**config.mk**
```make
export PLATFORM = sky130hd
export DESIGN_NAME = ad9833_driver
export DESIGN_NICKNAME = d
export VERILOG_FILES = /design/src/rtl/ad9833_driver.sv
export SDC_FILE = /design/constraint.sdc
export NUM_CORES = 1
export LEC_CHECK = 0
export BUFFER_PORTS_ARGS = -buffer_cell sky130_fd_sc_hd__buf_4
export CORE_UTILIZATION = 45
export CTS_CLUSTER_SIZE = 20
export DETAILED_ROUTE_END_ITERATION = 6
export PLACE_DENSITY_LB_ADDON = 0.15
export SYNTH_ARGS = -nofsm -noshare
export SYNTH_HDL_FRONTEND = slang
export SYNTH_SLANG_ARGS = --single-unit
```
**constraint.sdc**
```tcl
create_clock -name clk -period 2.4 [get_ports clk]
set_input_delay 0.24 -clock clk [delete_from_list [all_inputs] [get_ports clk]]
set_output_delay 0.24 -clock clk [all_outputs]
set_load 0.01 [all_outputs]
```
**src/rtl/ad9833_driver.sv**
```systemverilog
// ad9833_driver: serial master for the AD9833 DDS.
//   When a transfer is requested, it latches one control word and a 28-bit FREQ0
//   tuning word. It then shifts three 16-bit words to the chip, MSB first:
//   the control word, FREQ0[13:0] and FREQ0[27:14].
// Ports:
//   clk, rst_n        system clock, asynchronous active-low reset
//   go                level request, sampled only while idle
//   control, freq     control word and FREQ0 tuning word
//   good_to_reset_go  1-cycle pulse when the request is accepted
//   send_complete     1-cycle pulse after all three words are sent
//   fsync, sclk       AD9833 frame sync and serial clock (both idle high)
//   sdata             AD9833 serial data (idle low)
// All outputs are registered. The comb block computes the next output levels,
// and the output flops load them on the same edge as the state register.
module ad9833_driver #(
    parameter int SCLK_HALF = 2
) (
    input  logic        clk,
    input  logic        rst_n,
    input  logic        go,
    input  logic [15:0] control,
    input  logic [27:0] freq,
    output logic        good_to_reset_go,
    output logic        send_complete,
    output logic        fsync,
    output logic        sclk,
    output logic        sdata
);
    localparam int CW = $clog2(2 * SCLK_HALF);
    localparam logic [CW-1:0] HALF_END = CW'(SCLK_HALF - 1);
    localparam logic [CW-1:0] GAP_END  = CW'(2 * SCLK_HALF - 1);

    // S_DONE is the idle-level cycle that ends the last gap. S_CMPLT carries the
    // send_complete pulse. go is ignored in both states, so the earliest next
    // FSYNC fall is two cycles after the pulse.
    typedef enum logic [2:0] {S_IDLE, S_SHIFT, S_GAP, S_DONE, S_CMPLT} state_t;

    state_t            state, state_n;
    logic [1:0]        word, word_n;
    logic [3:0]        bitn, bit_n;
    logic              low, low_n;     // 0: SCLK high phase, 1: SCLK low phase
    logic [CW-1:0]     cnt, cnt_n;
    logic [2:0][15:0]  wd, wd_n;
    logic              fsync_n, sclk_n, sdata_n, good_n, done_n;

    always_ff @(posedge clk or negedge rst_n) begin
        if (!rst_n) begin
            state            <= S_IDLE;
            word             <= '0;
            bitn             <= '0;
            low              <= 1'b0;
            cnt              <= '0;
            wd               <= '0;
            fsync            <= 1'b1;
            sclk             <= 1'b1;
            sdata            <= 1'b0;
            good_to_reset_go <= 1'b0;
            send_complete    <= 1'b0;
        end else begin
            state            <= state_n;
            word             <= word_n;
            bitn             <= bit_n;
            low              <= low_n;
            cnt              <= cnt_n;
            wd               <= wd_n;
            fsync            <= fsync_n;
            sclk             <= sclk_n;
            sdata            <= sdata_n;
            good_to_reset_go <= good_n;
            send_complete    <= done_n;
        end
    end

    always_comb begin
        state_n = state;
        word_n  = word;
        bit_n   = bitn;
        low_n   = low;
        cnt_n   = cnt;
        wd_n    = wd;
        fsync_n = fsync;
        sclk_n  = sclk;
        sdata_n = sdata;
        good_n  = 1'b0;
        done_n  = 1'b0;
        case (state)
            S_IDLE: begin
                fsync_n = 1'b1;
                sclk_n  = 1'b1;
                sdata_n = 1'b0;
                if (go) begin
                    wd_n[0] = control;
                    wd_n[1] = {2'b01, freq[13:0]};
                    wd_n[2] = {2'b01, freq[27:14]};
                    state_n = S_SHIFT;
                    word_n  = 2'd0;
                    bit_n   = 4'd15;
                    low_n   = 1'b0;
                    cnt_n   = '0;
                    fsync_n = 1'b0;
                    sdata_n = control[15];
                    good_n  = 1'b1;
                end
            end
            S_SHIFT: begin
                if (cnt != HALF_END) begin
                    cnt_n = cnt + CW'(1);
                end else begin
                    cnt_n = '0;
                    if (!low) begin
                        // Falling edge: the chip samples here, and sdata stays put.
                        low_n  = 1'b1;
                        sclk_n = 1'b0;
                    end else if (bitn != 4'd0) begin
                        low_n   = 1'b0;
                        bit_n   = bitn - 4'd1;
                        sclk_n  = 1'b1;
                        sdata_n = wd[word][bitn - 4'd1];
                    end else begin
                        // SCLK returns high on the same edge that FSYNC rises.
                        state_n = S_GAP;
                        low_n   = 1'b0;
                        fsync_n = 1'b1;
                        sclk_n  = 1'b1;
                        sdata_n = 1'b0;
                    end
                end
            end
            S_GAP: begin
                if (cnt != GAP_END) begin
                    cnt_n = cnt + CW'(1);
                end else begin
                    cnt_n = '0;
                    if (word == 2'd2) begin
                        state_n = S_DONE;
                    end else begin
                        state_n = S_SHIFT;
                        word_n  = word + 2'd1;
                        bit_n   = 4'd15;
                        fsync_n = 1'b0;
                        sclk_n  = 1'b1;
                        sdata_n = wd[word + 2'd1][15];
                    end
                end
            end
            S_DONE: begin
                state_n = S_CMPLT;
                done_n  = 1'b1;
            end
            S_CMPLT: state_n = S_IDLE;
            default: state_n = S_IDLE;
        endcase
    end
endmodule

```
==> out/metrics.cfg <==
[yosys]
synth_seq_cells=62
netlist_area_sq_mm=0.00308
yosysWarnings=0
avgSynthCellArea_sq_um=11.6
async_flop_share=1.00
synth_edf_count=0
ys_seq_area_frac=0.505
ys.flop_type=dfrtp_1
synth_cell_type_count=54
syn_nets=317
synthCells=265

[outcome]
status=finished, violations left
violations=negative hold slack

[detailed_routing]
drt_iter0_drc=200
drt-total-wl_um=6340
via_per_inst=5.63
drc=0
num_vias=2247
detail-route-antenna-nets=0
first_pass_iters=6
wl_per_cell_um=15.9

[job]
cap_violations=0

[cts]
ctsHoldBuffers=0
cts_setup_buffers=0
cts_sinks=62
clk_pin_slew_ns=0.07
tritoncts=yes
htreeDepth=3
clock_latency_ns=0.34
cts_buffers=9
cts_resized=0
clockBufferDepth=2
root_buffer=clkbuf_8

[setup_path]
worstSetupStartpointType=register
cp_data_required_time_ns=2.62
arrival_ns=2.35
crit_fanout=9
rr_worst_depth=7
end_kind=register
crit_type=register to register

[die]
die_area_sq_mm=0.00717
die_h_um=84.7
die_x_um=84.7
core_area_sq_mm=0.00646
io_pins=52
num_rows=29
initial_core_util=0.476

[power]
p_clk_frac=0.183
p_switching_mw=1.85
p_sw_frac=0.369
power.leakage_nw=1.63
power_frac_seq=0.376
pwr-share-comb=0.441
powerDensity_mw_per_mm2=1350
p_int_mw=3.17
vdd_drop_max_mv=0.645

[finish]
regArea_sq_mm=0.00155
final_util=0.576
antennaDiodeCount=0
fin_area_sq_mm=0.00372
nNetsFinal=370
area_growth_pct=21.0
fillers=602
multiInputGateArea_sq_mm=0.00139
layout-drive-gt1-share=0.413

[grt]
gr-usage-all-layers=0.199
grt_pass1_vias=2251
antenna_found_initial=0
grt_max_degree=63
grt-ovfl-total=0
grt_pass1_wl_um=11000

[placed_design]
place_hpwl_um=4490
port_buffers=51
placed_area_sq_mm=0.00352
gp_congestion=0.791

[sta]
worstMarginPinSlew_ns=0.781
layout_min_cycle_time_ns=2.13
tns_ns=0
setup_viol=0
slew-limit-headroom=0.479
holdWs_ns=-0.0319
hold_viol_final=24
grt_setup_unrepaired=no
fmax_mhz=469
fin_skew_ns=0.00902
slew_viol_final=0
finalCritPeriodShare=0.888

[worst_hold_path]
hp-class=input pin to asynchronous set/reset pin

layout make-up:
class | instances | share of cell area
clock buffer | 10 | 0.0370
clock inverter | 5 | 0.0158
inverter | 10 | 0.0101
multi-input combinational | 176 | 0.375
sequential | 62 | 0.418
tap | 77 | 0.0259
timing repair buffer | 59 | 0.119
cells by family after synthesis:
kind of cell,count (synthesis),share of synthesized area
buf+inv,27,0.0443
xor+xnor,3,0.00855
compound gates,65,0.150
flops,62,0.505
simple gates,53,0.0907
fa+ha+maj,5,0.0203
mux,50,0.181
routing by layer:
metal  track usage  up-vias  part of all wire
met3        0.0511       12             0.045
met4         0.103        0             0.021
met1         0.274     1089              0.48
met2         0.292       65              0.45
li1              -     1081                 -
met5             0        -                 0
worst max-delay path, stage by stage, from the launching register on:
cell	delay, ns
dfrtp_1	0.41
buf_4	0.18
or3_1	0.37
o221a_2	0.13
a2111oi_0	0.45
or4b_4	0.21
a211oi_2	0.03
a211o_1	0.24
synthesized netlist by cell type, types with 3 or more instances:
library cell	count	share of area
mux2_2	44	0.16
a21oi_1	11	0.018
buf_2	9	0.015
dfrtp_1	60	0.49
a221o_1	3	0.0098
nor3_1	4	0.0065
nand2_1	13	0.016
a221oi_1	3	0.0085
nor2_1	17	0.021
mux2i_1	6	0.020
clkbuf_1	3	0.0037
o22ai_1	10	0.020
ha_1	5	0.020
a31oi_1	4	0.0081
inv_1	9	0.011
o21ai_0	16	0.026
path summary, 6_finish.rpt:
kind	startpoint	end	slack, ns
worst max-delay path	word[0]	sdata	0.27
worst min-delay path	rst_n	send_complete	-0.03
worst max register to register	word[0]	sdata	0.27
worst min register to register	wd[30]	wd[30]	0.48
max in group asynchronous	rst_n	wd[21]	1.90
min in group clk	freq[9]	wd[25]	0.11
per-stage QoR:
stage / cells / setup slack [ns] / power (mW)
final: 399 / 0.268 / 5.02
after floorplan: 265 / 0.223 / 3.54
after global routing: 399 / 0.110 / 5.41
after CTS: 399 / 0.285 / 5.06
after global placement: 384 / 0.370 / 4.09
after detailed placement: 384 / 0.305 / 4.13
power groups by stage:
stage	sequential [mW]	clock (mW)	combinational (mW)
after global placement	1.91	0	2.18
after CTS	1.89	0.945	2.22
after floorplan	1.78	0	1.76
after detailed placement	1.91	0	2.22
final	1.89	0.920	2.21
after global routing	1.97	0.997	2.45
sequential cells by signal, summed over array words and instances (netlist names):
register / flops
bitn: 4
cnt: 2
fsync: 1
good_to_reset_go: 1
low: 1
sclk: 1
sdata: 1
send_complete: 1
state: 3
wd: 45
word: 2
placed cells by master, fill, tap and decap left out, types with 2 or more instances in the layout:
| master | n |
|---|---|
| clkinvlp_4 | 2 |
| or3_1 | 2 |
| o221ai_1 | 2 |
| nand4_1 | 2 |
| nand2b_1 | 2 |
| mux2i_1 | 6 |
| a221o_1 | 3 |
| o21a_1 | 2 |
| dfrtp_1 | 60 |
| inv_1 | 9 |
| nand3_1 | 2 |
| a21oi_1 | 11 |
| mux2_2 | 44 |
| clkbuf_8 | 10 |
| o21ai_0 | 16 |
| nor3_1 | 4 |
| ha_1 | 5 |
| xor2_1 | 2 |
| o22ai_1 | 10 |
| dfstp_2 | 2 |
| a221oi_1 | 3 |
| buf_4 | 59 |
| nor2_1 | 17 |
| a31oi_1 | 4 |
| nand2_1 | 13 |
Note: power is estimated with default switching activity, not from simulation.
